`src/rtl/aes_round_sequencer_if.sv`:
```
// Block-in / round-datapath / block-out signal bundle for the AES round sequencer.
// The slave modport is the sequencer's view; master is the surrounding environment.
interface aes_round_sequencer_if #(
  parameter int IDXW = 4
);
  logic            in_valid;
  logic            in_ready;
  logic [127:0]    in_block;
  logic [IDXW-1:0] rk_idx;
  logic [127:0]    rk_in;
  logic [127:0]    rnd_state;
  logic [127:0]    rnd_key;
  logic            rnd_last;
  logic [127:0]    rnd_result;
  logic            out_valid;
  logic            out_ready;
  logic [127:0]    out_block;
  logic            busy;

  modport slave (
    input  in_valid, in_block, rk_in, rnd_result, out_ready,
    output in_ready, rk_idx, rnd_state, rnd_key, rnd_last, out_valid, out_block, busy
  );

  modport master (
    output in_valid, in_block, rk_in, rnd_result, out_ready,
    input  in_ready, rk_idx, rnd_state, rnd_key, rnd_last, out_valid, out_block, busy
  );
endinterface

```
`src/rtl/aes_round_sequencer.sv`:
```
// Iterative AES encryption controller: owns the state register and round counter and
// drives an external combinational round datapath once per cycle for NR rounds.
module aes_round_sequencer #(
  parameter int NR   = 10,
  parameter int IDXW = 4
) (
  input logic clk,
  input logic rst,
  aes_round_sequencer_if.slave bus
);

  if (!(NR == 10 || NR == 12 || NR == 14)) begin : g_bad_nr
    $error("aes_round_sequencer: NR must be 10, 12 or 14");
  end
  if ((1 << IDXW) <= NR) begin : g_bad_idxw
    $error("aes_round_sequencer: IDXW too narrow to index NR round keys");
  end

  typedef enum logic [1:0] {IDLE, ROUND, FINAL, DONE} fsm_e;

  localparam logic [IDXW-1:0] LAST_ROUND = IDXW'(NR - 1);

  fsm_e            fsm_q, fsm_d;
  logic [127:0]    state_q, state_d;
  logic [IDXW-1:0] rnd_cnt_q, rnd_cnt_d;
  logic            in_ready_q, in_ready_d;
  logic            out_valid_q, out_valid_d;
  logic            busy_q, busy_d;
  logic            rnd_last_q, rnd_last_d;

  always_comb begin
    fsm_d     = fsm_q;
    state_d   = state_q;
    rnd_cnt_d = rnd_cnt_q;
    case (fsm_q)
      IDLE: begin
        if (bus.in_valid && in_ready_q) begin
          state_d   = bus.in_block ^ bus.rk_in;
          rnd_cnt_d = IDXW'(1);
          fsm_d     = ROUND;
        end
      end
      ROUND: begin
        state_d   = bus.rnd_result;
        rnd_cnt_d = rnd_cnt_q + 1'b1;
        if (rnd_cnt_q == LAST_ROUND) fsm_d = FINAL;
      end
      FINAL: begin
        state_d = bus.rnd_result;
        fsm_d   = DONE;
      end
      DONE: begin
        if (bus.out_ready) begin
          rnd_cnt_d = '0;
          fsm_d     = IDLE;
        end
      end
      default: fsm_d = IDLE;
    endcase
    // Outputs are registered by decoding the next state, so they align with fsm_q.
    in_ready_d  = (fsm_d == IDLE);
    out_valid_d = (fsm_d == DONE);
    busy_d      = (fsm_d != IDLE);
    rnd_last_d  = (fsm_d == FINAL);
  end

  always_ff @(posedge clk) begin
    if (rst) begin
      fsm_q       <= IDLE;
      state_q     <= '0;
      rnd_cnt_q   <= '0;
      in_ready_q  <= 1'b1;
      out_valid_q <= 1'b0;
      busy_q      <= 1'b0;
      rnd_last_q  <= 1'b0;
    end else begin
      fsm_q       <= fsm_d;
      state_q     <= state_d;
      rnd_cnt_q   <= rnd_cnt_d;
      in_ready_q  <= in_ready_d;
      out_valid_q <= out_valid_d;
      busy_q      <= busy_d;
      rnd_last_q  <= rnd_last_d;
    end
  end

  // The counter already equals the key index in every state (0 idle, NR in FINAL/DONE).
  assign bus.rk_idx    = rnd_cnt_q;
  assign bus.rnd_state = state_q;
  assign bus.rnd_key   = bus.rk_in;
  assign bus.rnd_last  = rnd_last_q;
  assign bus.in_ready  = in_ready_q;
  assign bus.out_valid = out_valid_q;
  assign bus.out_block = state_q;
  assign bus.busy      = busy_q;

endmodule

```
`src/flat_wrapper.sv`:
```
// flat-port wrapper written by rule: the top's interface ports become plain ports
module aes_round_sequencer_flat 
#(
  parameter int NR   = 10,
  parameter int IDXW = 4
)
  (clk, rst, bus_in_valid, bus_in_block, bus_rk_in, bus_rnd_result, bus_out_ready, bus_in_ready, bus_rk_idx, bus_rnd_state, bus_rnd_key, bus_rnd_last, bus_out_valid, bus_out_block, bus_busy);
  aes_round_sequencer_if #(.IDXW(IDXW)) bus_i ();
  input logic clk;
  input logic rst;
  input wire logic [$bits(bus_i.in_valid)-1:0] bus_in_valid;
  input wire logic [$bits(bus_i.in_block)-1:0] bus_in_block;
  input wire logic [$bits(bus_i.rk_in)-1:0] bus_rk_in;
  input wire logic [$bits(bus_i.rnd_result)-1:0] bus_rnd_result;
  input wire logic [$bits(bus_i.out_ready)-1:0] bus_out_ready;
  output wire logic [$bits(bus_i.in_ready)-1:0] bus_in_ready;
  output wire logic [$bits(bus_i.rk_idx)-1:0] bus_rk_idx;
  output wire logic [$bits(bus_i.rnd_state)-1:0] bus_rnd_state;
  output wire logic [$bits(bus_i.rnd_key)-1:0] bus_rnd_key;
  output wire logic [$bits(bus_i.rnd_last)-1:0] bus_rnd_last;
  output wire logic [$bits(bus_i.out_valid)-1:0] bus_out_valid;
  output wire logic [$bits(bus_i.out_block)-1:0] bus_out_block;
  output wire logic [$bits(bus_i.busy)-1:0] bus_busy;
  assign bus_i.in_valid = bus_in_valid;
  assign bus_i.in_block = bus_in_block;
  assign bus_i.rk_in = bus_rk_in;
  assign bus_i.rnd_result = bus_rnd_result;
  assign bus_i.out_ready = bus_out_ready;
  assign bus_in_ready = bus_i.in_ready;
  assign bus_rk_idx = bus_i.rk_idx;
  assign bus_rnd_state = bus_i.rnd_state;
  assign bus_rnd_key = bus_i.rnd_key;
  assign bus_rnd_last = bus_i.rnd_last;
  assign bus_out_valid = bus_i.out_valid;
  assign bus_out_block = bus_i.out_block;
  assign bus_busy = bus_i.busy;
  aes_round_sequencer #(.NR(NR), .IDXW(IDXW)) u_core (.clk(clk), .rst(rst), .bus(bus_i));
endmodule
```
`config.mk`:
```
export PLATFORM = sky130hd
export DESIGN_NAME = aes_round_sequencer_flat
export DESIGN_NICKNAME = d
export VERILOG_FILES = /design/src/rtl/aes_round_sequencer_if.sv /design/src/rtl/aes_round_sequencer.sv /design/src/flat_wrapper.sv
export SDC_FILE = /design/constraint.sdc
export NUM_CORES = 1
export LEC_CHECK = 0
export ABC_AREA = 0
export ABC_CLOCK_PERIOD_IN_PS = 4200
export CAP_MARGIN = 10
export CORE_AREA = 3 3 304 306
export CTS_CLUSTER_SIZE = 30
export DETAILED_ROUTE_END_ITERATION = 8
export DIE_AREA = 0 0 307 309
export DONT_BUFFER_PORTS = 1
export RECOVER_POWER = 25
export SYNTH_ARGS = -nofsm -noshare
export SYNTH_HDL_FRONTEND = slang
export SYNTH_SLANG_ARGS = --single-unit
```
`constraint.sdc`:
```
create_clock -name clk -period 4.2 [get_ports clk]
set_input_delay 1.05 -clock clk [delete_from_list [all_inputs] [get_ports clk]]
set_output_delay 1.05 -clock clk [all_outputs]
set_load 0.01 [all_outputs]
```
# ---- Word level (Yosys, flattened, before mapping)
# Index checks and enable logic that the tools add are counted.
# W data, S select, Z words.
dict set report classes {
  addsub 1
  mul 0
  n_div 0
  order_cmp 0
  n_eq_ne 8
  shift 0
  mux 9
  n_bitwise 1
  n_reduce_logical 9
}
# op count
set op_table {}
lappend op_table {{$pmux W128 S2} 1}
lappend op_table {{$mux W128} 1}
lappend op_table {{$xor A128 B128 Y128} 1}
lappend op_table {{$pmux W4 S3} 1}
lappend op_table {{$eq A2 B2 Y1 const B} 4}
lappend op_table {{$mux W4} 2}
lappend op_table {{$pmux W2 S4} 1}
lappend op_table {{$mux W2} 3}
lappend op_table {{$add A4 B1 Y4 const B} 1}
lappend op_table {{$eq A4 B4 Y1 const B} 1}
lappend op_table {{$logic_not A2 Y1} 2}
lappend op_table {{$reduce_bool A2 Y1} 2}
lappend op_table {{$reduce_and A3 Y1} 1}
lappend op_table {{$reduce_bool A3 Y1} 1}
lappend op_table {{$eq A2 B1 Y1 const B} 1}
lappend op_table {{$ne A2 B1 Y1 const B} 1}
lappend op_table {{$ne A2 B2 Y1 const B} 1}
lappend op_table {{$reduce_and A2 Y1} 1}
lappend op_table {{$reduce_or A2 Y1} 1}
lappend op_table {{$logic_and A1 B1 Y1} 1}
dict set report word_totals {
  ff_bits 138
  latchBits 0
  mem_bits_rw 0
  romBits 0
  input_bits 388
  wordCells 35
  n_memories 0
}

# ---- Depth between registers and ports, before layout
# Gate-level depths: netlist of the first run.
dict set report logic_depth {
  ltp_word 4
  mapped_depth 9
  depth_no_buf 5
}

# ---- Worst setup path before layout of the first run
# Ideal clock, no wire load.
dict set report synth_path {
  path_type {input -> output}
  startpoint {in bus_rk_in[0]}
  endpoint {out bus_rnd_key[0]}
  arrival_time_ps 1169
  t_required_ps 3150
  slack_ps 1981
  stages 1
  n_path_buf 1
  cell_sequence {buf_4}
}
# item line
set synth_rtl {}
lappend synth_rtl {{start, declared} flat_wrapper.sv:13} ;# input wire logic [$bits(bus_i.rk_in)-1:0] bus_rk_in;
lappend synth_rtl {{end, declared} flat_wrapper.sv:19} ;# output wire logic [$bits(bus_i.rnd_key)-1:0] bus_rnd_key;
# No word-level cell between the ends.

# ---- Worst setup path in the final report of the first run
dict set report layout_path {
  startpoint {reg u_core.state_q[40] (netlist: u_core.bus.out_block[40])}
  endpoint {out bus_rnd_state[40]}
}
# item line
set layout_rtl {}
lappend layout_rtl {{start, declared} aes_round_sequencer.sv:24} ;# logic [127:0] state_q, state_d;
lappend layout_rtl {{start signal, assigned} aes_round_sequencer.sv:78} ;# state_q <= state_d;
lappend layout_rtl {{end, declared} flat_wrapper.sv:18} ;# output wire logic [$bits(bus_i.rnd_state)-1:0] bus_rnd_state;
# No word-level cell between the ends.

==> flow_metrics.env, run 1 <==
export IMPL_fin_nets=1125
export IMPL_ys_warnings_count=0
export IMPL_cts_buffers=17
export IMPL_gr_usage_all_layers=0.0867
export IMPL_slew_violations=0
export IMPL_synth_cell_type_count=41
export IMPL_p_int_mw=3.61
export IMPL_rsz0062_at_grt="false"
export IMPL_core_area_um2=89900
export IMPL_syn_area_per_cell_um2=8.71
export IMPL_min_from="u_core.bus.rk_idx[2]"
export IMPL_end_kind="output port"
export IMPL_layout_cells_non_filler=1925
export IMPL_final_cell_mix="138 x dfxtp_1, 129 x nand2_1, 128 x xnor2_1, 128 x a22o_1, 93 x o21ai_0"
export IMPL_power_switching_mw=3.34
export IMPL_fin_crit_ns=2.41
export IMPL_die_x_um=307
export IMPL_peakVddDrop_mv=0.514
export IMPL_fin_skew_ns=0.0121
export IMPL_path_class="reg -> out"
export IMPL_yosysTopAreaCell="dfxtp_1"
export IMPL_die_area_um2=94900
export IMPL_max_freq_mhz=414
export IMPL_synth_top_cell_area_share=0.310
export IMPL_start_util=0.0990
export IMPL_r2r_end="u_core.bus.busy"
export IMPL_num_io_pins=780
export IMPL_netlist_instances=1022
export IMPL_cts_resized=0
export IMPL_gp_congestion=0.871
export IMPL_cp_start_kind="register"
export IMPL_antenna_left=0
export IMPL_die_h_um=309
export IMPL_period_share=0.575
export IMPL_cts_root_buf="clkbuf_16"
export IMPL_final_setup_tns_ns=0
export IMPL_first_iter_violations=390
export IMPL_final_core_util=0.0975
export IMPL_critPathArrivalTime_ns=1.36
export IMPL_synth_area_um2=8900
export IMPL_worst_pin_slew_ns=0.959
export IMPL_routed_via_density=3.21
export IMPL_netlist_top_cells_area="dfxtp_1 31%, buf_4 23%, a22o_1 13%"
export IMPL_hold_buffers=0
export IMPL_drive_above_1_share=0.0552
export IMPL_htreeDepth=4
export IMPL_reg2reg_slack_ns=2.08
export IMPL_power_frac_seq=0.470
export IMPL_worst_hold_path_endpoint="u_core.bus.rk_idx[2]"
export IMPL_p_comb_frac=0.284
export IMPL_hp_class="reg -> reg"
export IMPL_clk_pin_slew_worst_paths_ns=0.07
export IMPL_port_buffer_count=0
export IMPL_cts_tree="done"
export IMPL_drc=0
export IMPL_grt_ovfl_total=0
export IMPL_postCtsSetupBuffers=0
export IMPL_reg2reg_from="u_core.bus.rk_idx[0]"
export IMPL_drt_total_wl_um=43100
export IMPL_status="finished, final reports clean"
export IMPL_dr_pass1_iters=4
export IMPL_num_rows=110
export IMPL_ys_ff_latch=138
export IMPL_slew_headroom=0.344
export IMPL_ys_seq_area_frac=0.310
export IMPL_dr_total_vias=6185
export IMPL_fillers=10375
export IMPL_synthesis_nets=1416
export IMPL_power_leakage_nw=2.68
export IMPL_clock_power_share=0.246
export IMPL_swShare=0.480
export IMPL_hold_path_depth=2
export IMPL_worstPathMaxFanout=3
export IMPL_syn2layout_area_growth_pct=-1.57
export IMPL_power_density_nw_per_um2=793
export IMPL_grt_max_degree=134
export IMPL_final_hold_violation_count=0
export IMPL_clock_sinks=138
export IMPL_grt_pass1_vias=6082
export IMPL_required_ns=3.15
export IMPL_dp_hpwl_um=35900
export IMPL_finalSetupViolations=0
export IMPL_place_inst=1888
export IMPL_clock_latency_ns=0.49
export IMPL_clock_path_buffers=2
export IMPL_reg2regPathDepth=4
export IMPL_wl_per_cell_um=22.4
export IMPL_grt_pass1_wl_um=54000
export IMPL_antenna_found_initial=9
export IMPL_layout_commonest_cell="dfxtp_1"
export IMPL_maxCapViolations=0
## flip-flops by register name, indices dropped and copies added (netlist names)
| signal | cells |
|---|---|
| u_core.bus.in_ready | 1 |
| u_core.bus.out_valid | 1 |
| u_core.bus.rnd_last | 1 |
| u_core.bus.out_block | 128 |
| u_core.fsm_q | 2 |
| u_core.bus.busy | 1 |
| u_core.bus.rk_idx | 4 |
## cell type report
cell class	count	area, µm²	share of cell area
diodes	6	15.0	0.00171
flip-flops and latches	138	2760	0.315
repair buffers	4	80.1	0.00914
multi-input cells	564	3780	0.432
inverters	6	22.5	0.00257
well taps	1176	1470	0.168
clock buffers	20	457	0.0521
clock inverters	11	170	0.0194
## Yosys cell counts, drive strengths merged
cell	count
or3	2
nand3b	1
a22o	128
inv	6
nand4	2
a2111o	1
a21bo	1
o211ai	1
nand2	129
ha	6
o41ai	1
nand2b	2
or2	1
o31ai	2
xnor2	128
a211oi	2
and3	2
nand3	3
o21ai	130
a2111oi	1
nor2b	4
dfxtp	138
a21boi	2
nor4b	1
o22a	1
clkbuf	12
o32ai	1
o221ai	1
buf	302
and2b	1
nor2	2
a21oi	3
and4b	1
nor3	2
a211o	1
o22ai	1
## cell families (layout without fill, tap and decap cells)
family | after synthesis | count (layout) | share of synthesized area
XOR/XNOR | 128 | 128 | 0.126
buffers and inverters | 320 | 41 | 0.265
adder cells (fa/ha/maj) | 6 | 6 | 0.00844
AO/OA/AOI/OAI | 277 | 277 | 0.219
other | 0 | 6 | 0
AND/OR/NAND/NOR | 153 | 153 | 0.0716
flip-flops | 138 | 138 | 0.310
## power by group through the flow
stage	registers, mW	clock network, mW	logic, mW
floorplan	2.37	0	2.74
global placement	3.41	0	1.96
detailed placement	3.42	0	2.00
CTS	3.39	1.81	2.00
global route	3.43	1.84	2.24
finish	3.27	1.71	1.98
## worst max path at each step
| stage | start | to | cells past startpoint |
|---|---|---|---|
| 2_1_floorplan | bus_rk_in[0] | bus_rnd_key[0] | 1 |
| 5_1_grt | u_core.bus.out_block[45] | bus_rnd_state[45] | 0 |
| 3_5_place_dp | bus_in_valid | u_core.bus.out_block[34] | 4 |
| 3_3_place_gp | bus_in_valid | u_core.bus.out_block[48] | 4 |
| 4_1_cts | u_core.bus.out_block[40] | bus_rnd_state[40] | 0 |
| 6_report | u_core.bus.out_block[40] | bus_rnd_state[40] | 0 |
## per-layer routing
layer / vias up / global-route usage / part of all wire
met2: 513 / 0.127 / 0.42
met1: 2917 / 0.0984 / 0.40
met4: 6 / 0.0551 / 0.052
met3: 100 / 0.0468 / 0.13
li1: 2649 / - / -
met5: - / 0 / 0.00093
## stage by stage
stage	total power [mW]	hold slack [ns]	instance area, µm²	setup slack [ns]
6_report	6.95	0.588	8760	1.79
5_1_grt	7.50	0.561	8750	1.65
4_1_cts	7.20	0.545	8770	1.64
3_5_place_dp	5.41	0.584	8140	1.92
3_3_place_gp	5.37	0.590	8140	1.92
2_1_floorplan	5.11	0.518	8900	1.98
Power figures use the tool's default switching activity.
==> run 2: changes to the inputs <==
--- a/config.mk
+++ b/config.mk
@@ -6,7 +6,7 @@
 export NUM_CORES = 1
 export LEC_CHECK = 0
 export ABC_AREA = 0
-export ABC_CLOCK_PERIOD_IN_PS = 4200
+export ABC_CLOCK_PERIOD_IN_PS = 1950
 export CAP_MARGIN = 10
 export CORE_AREA = 3 3 304 306
 export CTS_CLUSTER_SIZE = 30
==> constraint.sdc (replaced) <==
create_clock -name clk -period 1.95 [get_ports clk]
set_input_delay 0.4875 -clock clk [delete_from_list [all_inputs] [get_ports clk]]
set_output_delay 0.4875 -clock clk [all_outputs]
set_load 0.01 [all_outputs]
==> flow_metrics.env, run 2 (synthesis gave the netlist of run 1 again) <==
export IMPL_die_x_um=307
export IMPL_drive_above_1_share=0.0862
export IMPL_finalSetupViolations=0
export IMPL_slew_violations=0
export IMPL_num_rows=110
export IMPL_grt_use_met1=0.0961
export IMPL_postCtsSetupBuffers=0
export IMPL_status="finished, final reports clean"
export IMPL_worst_pin_slew_ns=0.591
export IMPL_drc=0
export IMPL_routed_via_density=3.25
export IMPL_final_core_util=0.0995
export IMPL_antenna_found_initial=5
export IMPL_clock_latency_ns=0.48
export IMPL_critPathArrivalTime_ns=2.25
export IMPL_clock_sinks=138
export IMPL_fin_crit_ns=1.88
export IMPL_max_freq_mhz=531
export IMPL_use_met2=0.128
export IMPL_fin_area_um2=8940
export IMPL_gr_usage_all_layers=0.0870
export IMPL_gr_usage_met3=0.0521
export IMPL_final_setup_tns_ns=0
export IMPL_core_area_um2=89900
export IMPL_end_kind="register"
export IMPL_gp_congestion=0.874
export IMPL_first_iter_violations=413
export IMPL_final_hold_violation_count=0
export IMPL_power_density_nw_per_um2=1690
export IMPL_min_from="rst"
export IMPL_maxCapViolations=0
export IMPL_postPlaceCellArea_um2=8360
export IMPL_cts_tree="done"
export IMPL_cts_buffers=17
export IMPL_period_share=0.966
export IMPL_port_buffer_count=0
export IMPL_clock_power_share=0.218
export IMPL_grt_ovfl_total=0
export IMPL_grt_max_degree=66
export IMPL_regArea_um2=2760
export IMPL_dr_pass1_iters=4
export IMPL_power_leakage_nw=2.79
export IMPL_p_int_mw=7.74
export IMPL_hold_path_depth=1
export IMPL_swShare=0.487
export IMPL_die_h_um=309
export IMPL_dp_hpwl_um=37200
export IMPL_peakVddDrop_mv=0.824
export IMPL_path_class="reg -> reg"
export IMPL_required_ns=2.32
export IMPL_final_cell_mix="137 x dfxtp_1, 129 x nand2_1, 128 x xnor2_1, 128 x a22o_1, 93 x o21ai_0"
export IMPL_cts_root_buf="clkbuf_16"
export IMPL_syn2layout_area_growth_pct=0.492
export IMPL_hp_class="in -> reg"
export IMPL_antenna_left=0
export IMPL_whs_ns=0.127
export IMPL_grt_pass1_vias=6013
export IMPL_worst_hold_path_endpoint="u_core.bus.rk_idx[1]"
export IMPL_dr_total_vias=6330
export IMPL_path_cells="inv_1 > ha_4 > nand2b_1 > and3_4 > buf_16 > a22o_1"
export IMPL_multi_input_area_um2=3800
export IMPL_drt_total_wl_um=43700
export IMPL_num_io_pins=780
export IMPL_power_switching_mw=7.34
export IMPL_layout_commonest_cell="dfxtp_1"
export IMPL_reg2regPathDepth=6
export IMPL_worstPathMaxFanout=63
export IMPL_crit_path_top_delay_cell="dfxtp_2"
export IMPL_clock_path_buffers=2
export IMPL_grt_busiest_layer="met2"
export IMPL_slowest_delay_ns=0.37
export IMPL_power_frac_seq=0.450
export IMPL_reg2reg_slack_ns=0.07
export IMPL_slew_headroom=0.603
export IMPL_clk_pin_slew_worst_paths_ns=0.07
export IMPL_grt_pass1_wl_um=53800
export IMPL_wl_per_cell_um=22.4
export IMPL_die_area_um2=94900
export IMPL_htreeDepth=4
export IMPL_fin_nets=1148
export IMPL_cp_start_kind="register"
export IMPL_r2r_end="u_core.bus.out_block[47]"
export IMPL_p_comb_frac=0.332
export IMPL_fin_skew_ns=0.0101
export IMPL_reg2reg_from="u_core.fsm_q[0]"
export IMPL_fillers=10398
export IMPL_largest_reg_flops=128
export IMPL_start_util=0.0990
export IMPL_rsz0062_at_grt="false"
## run 2: cell types whose count changed in the layout (fill, tap and decap cells not counted), moves of 2 or more
cell,delta
buf_4,+18
buf_12,+3
bufinv_16,-3
clkinv_2,+2
## run 2: per-layer routing
metal,wire length [µm],up-vias
li1,-,2693
met1,16800,3011
met2,18600,525
met3,6050,97
met4,2180,4
met5,26,-
## run 2: worst max path at each step
stage | startpoint | endpoint | cells after the start
4_1_cts | u_core.fsm_q[0] | u_core.bus.out_block[48] | 6
5_1_grt | u_core.fsm_q[0] | u_core.bus.out_block[60] | 6
2_1_floorplan | u_core.fsm_q[1] | u_core.bus.out_block[67] | 9
3_3_place_gp | u_core.fsm_q[0] | u_core.bus.out_block[44] | 6
6_report | u_core.fsm_q[0] | u_core.bus.out_block[47] | 6
3_5_place_dp | u_core.fsm_q[0] | u_core.bus.out_block[35] | 6
## run 2: per-stage QoR
stage | std cells | total power [mW] | setup WS, ns
2_1_floorplan | 1022 | 11.0 | 0.226
3_3_place_gp | 1910 | 12.0 | 0.125
3_5_place_dp | 1910 | 12.1 | 0.0788
4_1_cts | 1942 | 15.5 | 0.0456
5_1_grt | 1943 | 16.3 | 0.0243
6_report | 1947 | 15.1 | 0.0670
## run 2: power groups by stage
stage	Clock [mW]	Sequential (mW)	Combinational, mW
after floorplan	0	5.11	5.90
after global placement	0	7.03	4.96
after detailed placement	0	7.03	5.06
after CTS	3.50	6.97	5.08
after global routing	3.58	7.05	5.65
final	3.28	6.79	5.01
## run 2: worst max-delay path, delay by kind of cell, from the launching register on
family                     cells  cell delay [ns]
and+or+nand+nor                2             0.38
buffers and inverters          2             0.29
adders and majority gates      1             0.31
AOI/OAI and AO/OA              1             0.31
DFF                            1             0.37
## run 2: final cells by class
| cell class | count | share of cell area |
|---|---|---|
| clock inverter | 11 | 0.0111 |
| tap | 1176 | 0.165 |
| inverter | 6 | 0.00252 |
| sequential | 138 | 0.309 |
| antenna | 5 | 0.00140 |
| clock buffer | 20 | 0.0511 |
| timing repair buffer | 27 | 0.0350 |
| multi-input combinational | 564 | 0.425 |
## run 2: what timing repair did
item / 4_1_cts / 5_1_grt
hold endpoints to repair: 1 / 0
setup endpoints to repair: 0 / 50
gates resized for setup: 0 / 2
hold buffers: 1 / 0
